## src/rtl/uart_pkg.sv

```systemverilog
// Shared encodings for the parametrised UART transmitter: parity modes, FSM
// state codes and the baud divisor helper.
package uart_pkg;

    localparam int PAR_NONE = 0;
    localparam int PAR_ODD  = 1;
    localparam int PAR_EVEN = 2;

    localparam logic [2:0] ST_IDLE   = 3'd0;
    localparam logic [2:0] ST_START  = 3'd1;
    localparam logic [2:0] ST_DATA   = 3'd2;
    localparam logic [2:0] ST_PARITY = 3'd3;
    localparam logic [2:0] ST_STOP   = 3'd4;

    // Clocks per bit; truncates so the line runs marginally fast, never slow.
    function automatic int calc_div(input longint clk_freq, input longint baud);
        return int'(clk_freq / baud);
    endfunction

endpackage

```

## src/rtl/uart_tx_fifo.sv

```systemverilog
// Single-clock word FIFO in front of the UART framer; pop data is combinational from the head.
// A push while full is taken only when a pop frees the slot in the same cycle; flush empties it.
module uart_tx_fifo #(
    parameter int WIDTH = 8,
    parameter int DEPTH = 4
) (
    input  logic             clk,
    input  logic             rst,
    input  logic             flush,
    input  logic             push,
    input  logic [WIDTH-1:0] push_data,
    input  logic             pop,
    output logic [WIDTH-1:0] pop_data,
    output logic             full,
    output logic             empty
);

    localparam int AW = $clog2(DEPTH);

    logic [WIDTH-1:0] mem [DEPTH];
    logic [AW-1:0]    wr_ptr;
    logic [AW-1:0]    rd_ptr;
    logic [AW:0]      count;
    logic             do_push;
    logic             do_pop;

    assign full     = (count == (AW + 1)'(DEPTH));
    assign empty    = (count == '0);
    assign do_pop   = pop & ~empty;
    assign do_push  = push & (~full | do_pop);
    assign pop_data = mem[rd_ptr];

    always_ff @(posedge clk) begin
        if (rst || flush) begin
            wr_ptr <= '0;
            rd_ptr <= '0;
            count  <= '0;
        end else begin
            if (do_push) wr_ptr <= wr_ptr + 1'b1;
            if (do_pop)  rd_ptr <= rd_ptr + 1'b1;
            case ({do_push, do_pop})
                2'b10:   count <= count + 1'b1;
                2'b01:   count <= count - 1'b1;
                default: count <= count;
            endcase
        end
    end

    always_ff @(posedge clk) begin
        if (do_push) mem[wr_ptr] <= push_data;
    end

endmodule

```

## src/rtl/uart_tx_param.sv

```systemverilog
// Parametrised UART transmitter (start, DATA_BITS LSB first, optional parity, 1-2 stops); tx low 1 clk after accept.
// Accepts via valid/ready only while idle, or into a FIFO_DEPTH queue when UART_TX_FIFO_EN is defined.
module uart_tx_param
    import uart_pkg::*;
#(
    parameter int CLK_FREQ   = 50000000,
    parameter int BAUD       = 115200,
    parameter int DATA_BITS  = 8,
    parameter int PARITY     = 0,
    parameter int STOP_BITS  = 1,
    parameter int FIFO_DEPTH = 4
) (
    input  logic                 clk,
    input  logic                 rst,
    input  logic                 tx_en,
    input  logic                 in_valid,
    output logic                 in_ready,
    input  logic [DATA_BITS-1:0] in_data,
    output logic                 tx,
    output logic                 tx_busy,
    output logic                 tx_done
);

    localparam int              DIV       = calc_div(CLK_FREQ, BAUD);
    localparam int              CW        = (DIV > 2) ? $clog2(DIV) : 1;
    localparam logic [CW-1:0]   CNT_TOP   = CW'(DIV - 1);
    localparam int              BW        = $clog2(DATA_BITS);
    localparam logic [BW-1:0]   BIT_LAST  = BW'(DATA_BITS - 1);
    localparam logic            STOP_LAST = (STOP_BITS == 2);

    if (DIV < 2) begin : g_bad_div
        $error("uart_tx_param: CLK_FREQ/BAUD must be at least 2");
    end
    if (DATA_BITS < 5 || DATA_BITS > 9) begin : g_bad_width
        $error("uart_tx_param: DATA_BITS must be 5..9");
    end
    if (PARITY < PAR_NONE || PARITY > PAR_EVEN) begin : g_bad_parity
        $error("uart_tx_param: PARITY must be 0, 1 or 2");
    end
    if (STOP_BITS < 1 || STOP_BITS > 2) begin : g_bad_stop
        $error("uart_tx_param: STOP_BITS must be 1 or 2");
    end
    if (FIFO_DEPTH < 2 || (FIFO_DEPTH & (FIFO_DEPTH - 1)) != 0) begin : g_bad_depth
        $error("uart_tx_param: FIFO_DEPTH must be a power of two >= 2");
    end

    logic [2:0]           state;
    logic [CW-1:0]        cnt;
    logic [DATA_BITS-1:0] shreg;
    logic [BW-1:0]        bit_idx;
    logic                 stop_idx;
    logic                 par_bit;
    logic                 start;
    logic [DATA_BITS-1:0] start_data;

    function automatic logic parity_of(input logic [DATA_BITS-1:0] d);
        return (PARITY == PAR_ODD) ? ~^d : ^d;
    endfunction

`ifdef UART_TX_FIFO_EN
    logic                 fifo_full;
    logic                 fifo_empty;
    logic                 fifo_pop;
    logic [DATA_BITS-1:0] fifo_data;

    // A pop in the same cycle frees a slot, so a full queue can still take a word.
    assign fifo_pop   = tx_en & ~rst & (state == ST_IDLE) & ~fifo_empty;
    assign in_ready   = tx_en & ~rst & (~fifo_full | fifo_pop);
    assign start      = fifo_pop;
    assign start_data = fifo_data;

    uart_tx_fifo #(
        .WIDTH (DATA_BITS),
        .DEPTH (FIFO_DEPTH)
    ) u_fifo (
        .clk       (clk),
        .rst       (rst),
        .flush     (~tx_en),
        .push      (in_valid & in_ready),
        .push_data (in_data),
        .pop       (fifo_pop),
        .pop_data  (fifo_data),
        .full      (fifo_full),
        .empty     (fifo_empty)
    );
`else
    assign in_ready   = tx_en & ~rst & (state == ST_IDLE);
    assign start      = in_valid & in_ready;
    assign start_data = in_data;
`endif

    always_ff @(posedge clk) begin
        if (rst || !tx_en) begin
            state    <= ST_IDLE;
            cnt      <= '0;
            shreg    <= '0;
            bit_idx  <= '0;
            stop_idx <= 1'b0;
            par_bit  <= 1'b0;
            tx       <= 1'b1;
            tx_busy  <= 1'b0;
            tx_done  <= 1'b0;
        end else begin
            tx_done <= 1'b0;
            if (state == ST_IDLE) begin
                if (start) begin
                    shreg    <= start_data;
                    par_bit  <= parity_of(start_data);
                    cnt      <= '0;
                    bit_idx  <= '0;
                    stop_idx <= 1'b0;
                    state    <= ST_START;
                    tx       <= 1'b0;
                    tx_busy  <= 1'b1;
                end
            end else if (cnt != CNT_TOP) begin
                cnt <= cnt + 1'b1;
            end else begin
                // Terminal count: the next bit goes onto the line at this edge.
                cnt <= '0;
                case (state)
                    ST_START: begin
                        state <= ST_DATA;
                        tx    <= shreg[0];
                        shreg <= shreg >> 1;
                    end
                    ST_DATA: begin
                        if (bit_idx == BIT_LAST) begin
                            if (PARITY != PAR_NONE) begin
                                state <= ST_PARITY;
                                tx    <= par_bit;
                            end else begin
                                state <= ST_STOP;
                                tx    <= 1'b1;
                            end
                        end else begin
                            bit_idx <= bit_idx + 1'b1;
                            tx      <= shreg[0];
                            shreg   <= shreg >> 1;
                        end
                    end
                    ST_PARITY: begin
                        state <= ST_STOP;
                        tx    <= 1'b1;
                    end
                    ST_STOP: begin
                        if (stop_idx == STOP_LAST) begin
                            state   <= ST_IDLE;
                            tx_busy <= 1'b0;
                            tx_done <= 1'b1;
                        end else begin
                            stop_idx <= 1'b1;
                        end
                    end
                    default: begin
                        state <= ST_IDLE;
                        tx    <= 1'b1;
                    end
                endcase
            end
        end
    end

endmodule

```

## config.mk

```make
export PLATFORM = sky130hd
export DESIGN_NAME = uart_tx_param
export DESIGN_NICKNAME = d
export VERILOG_FILES = /design/src/rtl/uart_pkg.sv /design/src/rtl/uart_tx_fifo.sv /design/src/rtl/uart_tx_param.sv
export SDC_FILE = /design/constraint.sdc
export NUM_CORES = 1
export LEC_CHECK = 0
export BUFFER_PORTS_ARGS = -buffer_cell sky130_fd_sc_hd__buf_2
export CORE_MARGIN = 10
export CORE_UTILIZATION = 40
export CTS_CLUSTER_SIZE = 10
export DETAILED_ROUTE_END_ITERATION = 6
export SYNTH_ARGS = -nofsm -noshare
export SYNTH_HDL_FRONTEND = slang
export SYNTH_SLANG_ARGS = --single-unit
```

## constraint.sdc

```tcl
create_clock -name clk -period 4.9 [get_ports clk]
set_input_delay 0.245 -clock clk [delete_from_list [all_inputs] [get_ports clk]]
set_output_delay 0.245 -clock clk [all_outputs]
set_load 0.005 [all_outputs]
```

==> flow_summary.yaml <==
outcome:
  run_status: "completed"
placement:
  final_weighted_congestion_in_routability_driven_placement: 0.753
  placed_cells_incl_taps: 228
  io_buffer_count: 15
  dp_hpwl_mm: 2.39
  dpl-instance-area_mm2: 0.00156
  pre_cts_ws_ps: 2550
setup_path:
  crit_path_cell_trace: "or3_1 -> a32oi_2 -> o211ai_1 -> o31ai_1"
  crit_slowest_cell: "a32oi_2"
  crit_path_max_fanout: 20
  timing.setup.critical_path_class: "reg -> reg"
  arrival_ps: 2550
  worst_ep_required_time_ps: 5080
  cell_class_contributing_the_biggest_share_of_worst_path_delay: "compound AO/OA/AOI/OAI gates"
  worstPathBufferInverterCount: 0
  sort_of_element_at_the_end_of_the_critical_path: "flop"
  critical_path.max_stage_delay_ps: 880
  crit_path_start_kind: "flop"
synth:
  syn_area_mm2: 0.00152
  synth_cell_types: 50
  ys_seq_area_frac: 0.342
  yosys.cell_count.top_type: "dfxtp_1"
  postSynth.asyncResetShare: 0
  synthCells: 178
  syn_nets: 194
  ys_ff_latch: 26
  postSynthAreaPerCell_um2: 8.55
  synth_area_leaders: "dfxtp_1, nand2_1, nor2_1"
  yosys.area.top_type_share: 0.342
  synth_enable_flop_cells: 0
  ys_warns: 0
  synth.cells.most_frequent: "dfxtp_1, nand2_1, nor2_1"
  yosys_most_used_dff: "dfxtp_1"
  synthDominantAreaCellType: "dfxtp_1"
cts:
  worst_setup_hold_path_clk_slew_ps: 90
  clock_insertion_delay_at_the_later_pin_of_the_skew_report_ps: 280
  h_tree_levels: 1
  cts_buffers: 3
  root_buffer: "clkbuf_8"
  hold_buffers: 0
  cts_sinks: 26
  cts_resized: 0
  cts_tree: "yes"
  max-clock-path-buffers: 2
  post-cts-setup-buffers: 0
sta:
  finalClockSkew_ps: 4.69
  worst-slew-pin-transition_ps: 1030
  slew_viol_final: 0
  rsz0062_at_grt: "false"
  min_period_over_period: 0.482
  finalWorstPathRequiredPeriod_ps: 2360
  final_hold_vios: 0
  rel_slew_slack: 0.313
  totalNegativeSetupSlack_ps: 0
  max_freq_mhz: 423
  finalHoldWorstSlack_ps: 225
  postLayoutSetupSlackWorst_ps: 2540
  setup_viol: 0
pwr:
  vdd_drop_max_v: 0.000120
  power_leakage_nw: 0.608
  powerDensity_mw_per_mm2: 265
grt:
  first_global_vias: 1292
  antenna_found_initial: 0
  grt_pass1_wl_mm: 5.73
  grt_overflow_total: 0
  track_usage: 0.107
  largest_net_degree_at_the_start_of_global_routing: 26
routing:
  vias_per_cell: 5.75
  routed_wire_length_per_instance_um: 14.6
  drt_first_pass_iters: 4
  finalWirelength_mm: 3.39
  detail_route.drc_violations: 0
  via_count: 1333
  drtIter0Drc: 85
  ant_nets: 0
die:
  io_pins: 16
  die_y_um: 81.7
  initial_core_util: 0.416
  fp.dieW_um: 81.7
  fp.coreArea_mm2: 0.00366
  floorplan.rows: 22
  dieArea_mm2: 0.00667
layout:
  area_growth_syn_to_layout_pct: 7.15
  antenna_cells: 0
  post_route_cells_drive_above_1_share: 0.201
  finalInstanceArea_mm2: 0.00163
  instances_no_fill: 232
  finish.net_count: 201
flow_run:
  max-cap-violations: 0
hold_path:
  hold_path_class: "in -> reg"
[per-stage QoR]
step            util  power (W)
2_1_floorplan      -   0.000247
3_3_place_gp   0.426   0.000255
3_5_place_dp   0.426   0.000256
4_1_cts        0.445   0.000436
5_1_grt        0.445   0.000448
6_report       0.445   0.000432
[cells in the final DEF, fill, tap and decap left out, types with 2 or more instances in the layout]
cell,instances
nor2_1,17
o21ai_0,7
and3_1,2
mux2i_1,3
dfxtp_1,26
nand2b_1,3
buf_2,15
and2_1,2
a21oi_1,7
clkbuf_8,3
nand4_1,7
nand2_1,22
a21oi_2,6
nor3_1,2
inv_1,3
nand3_1,12
or3_1,2
o21ai_2,5
ha_1,4
nor2b_1,2
a211o_1,7
[final timing paths]
kind / from / to / slack [ps] / cells past startpoint
max: state[2] / shreg[7] / 2540 / 4
min: in_data[7] / shreg[7] / 220 / 3
max reg2reg: state[2] / shreg[7] / 2540 / 4
min reg2reg: shreg[3] / shreg[3] / 460 / 2
[registers in the layout (all words and copies together) (netlist names)]
| register | count |
|---|---|
| state | 3 |
| cnt | 9 |
| tx_busy | 1 |
| shreg | 8 |
| tx | 1 |
| tx_done | 1 |
| bit_idx | 3 |
[power by group]
group,switching [W],internal [W],leakage (nW)
logic,0.0000221,0.0000128,0.363
registers,0.00000280,0.000213,0.210
clock network,0.0000712,0.000109,0.0357
[worst reg2reg max path: stages (launching register included)]
cell and delay (ps):
dfxtp_1 460, or3_1 600, a32oi_2 880, o211ai_1 190
o31ai_1 130
[kinds of logic after synthesis]
| logic type | count (synthesis) | synth area share |
|---|---|---|
| AO/OA/AOI/OAI | 46 | 0.234 |
| adder cells (fa/ha/maj) | 4 | 0.0329 |
| buffers and inverters | 17 | 0.0765 |
| flip-flops | 26 | 0.342 |
| multiplexers | 4 | 0.0271 |
| AND/OR/NAND/NOR | 81 | 0.288 |
[final cells by class]
class	instances	area, um2
Multi-Input combinational cell	135	885
Sequential cell	26	520
Tap cell	48	60.1
Timing Repair Buffer	16	82.6
Clock inverter	1	30.0
Clock buffer	3	41.3
Inverter	3	11.3
Fill cell	373	2030
[routing by layer]
layer | global-route usage | part of all wire | routed length (um)
met1 | 0.119 | 0.46 | 1550
met2 | 0.190 | 0.49 | 1650
met3 | 0.0240 | 0.044 | 148
met4 | 0.0493 | 0.014 | 49
met5 | 0 | 0 | 0
Note: power is estimated with default switching activity, not from simulation.
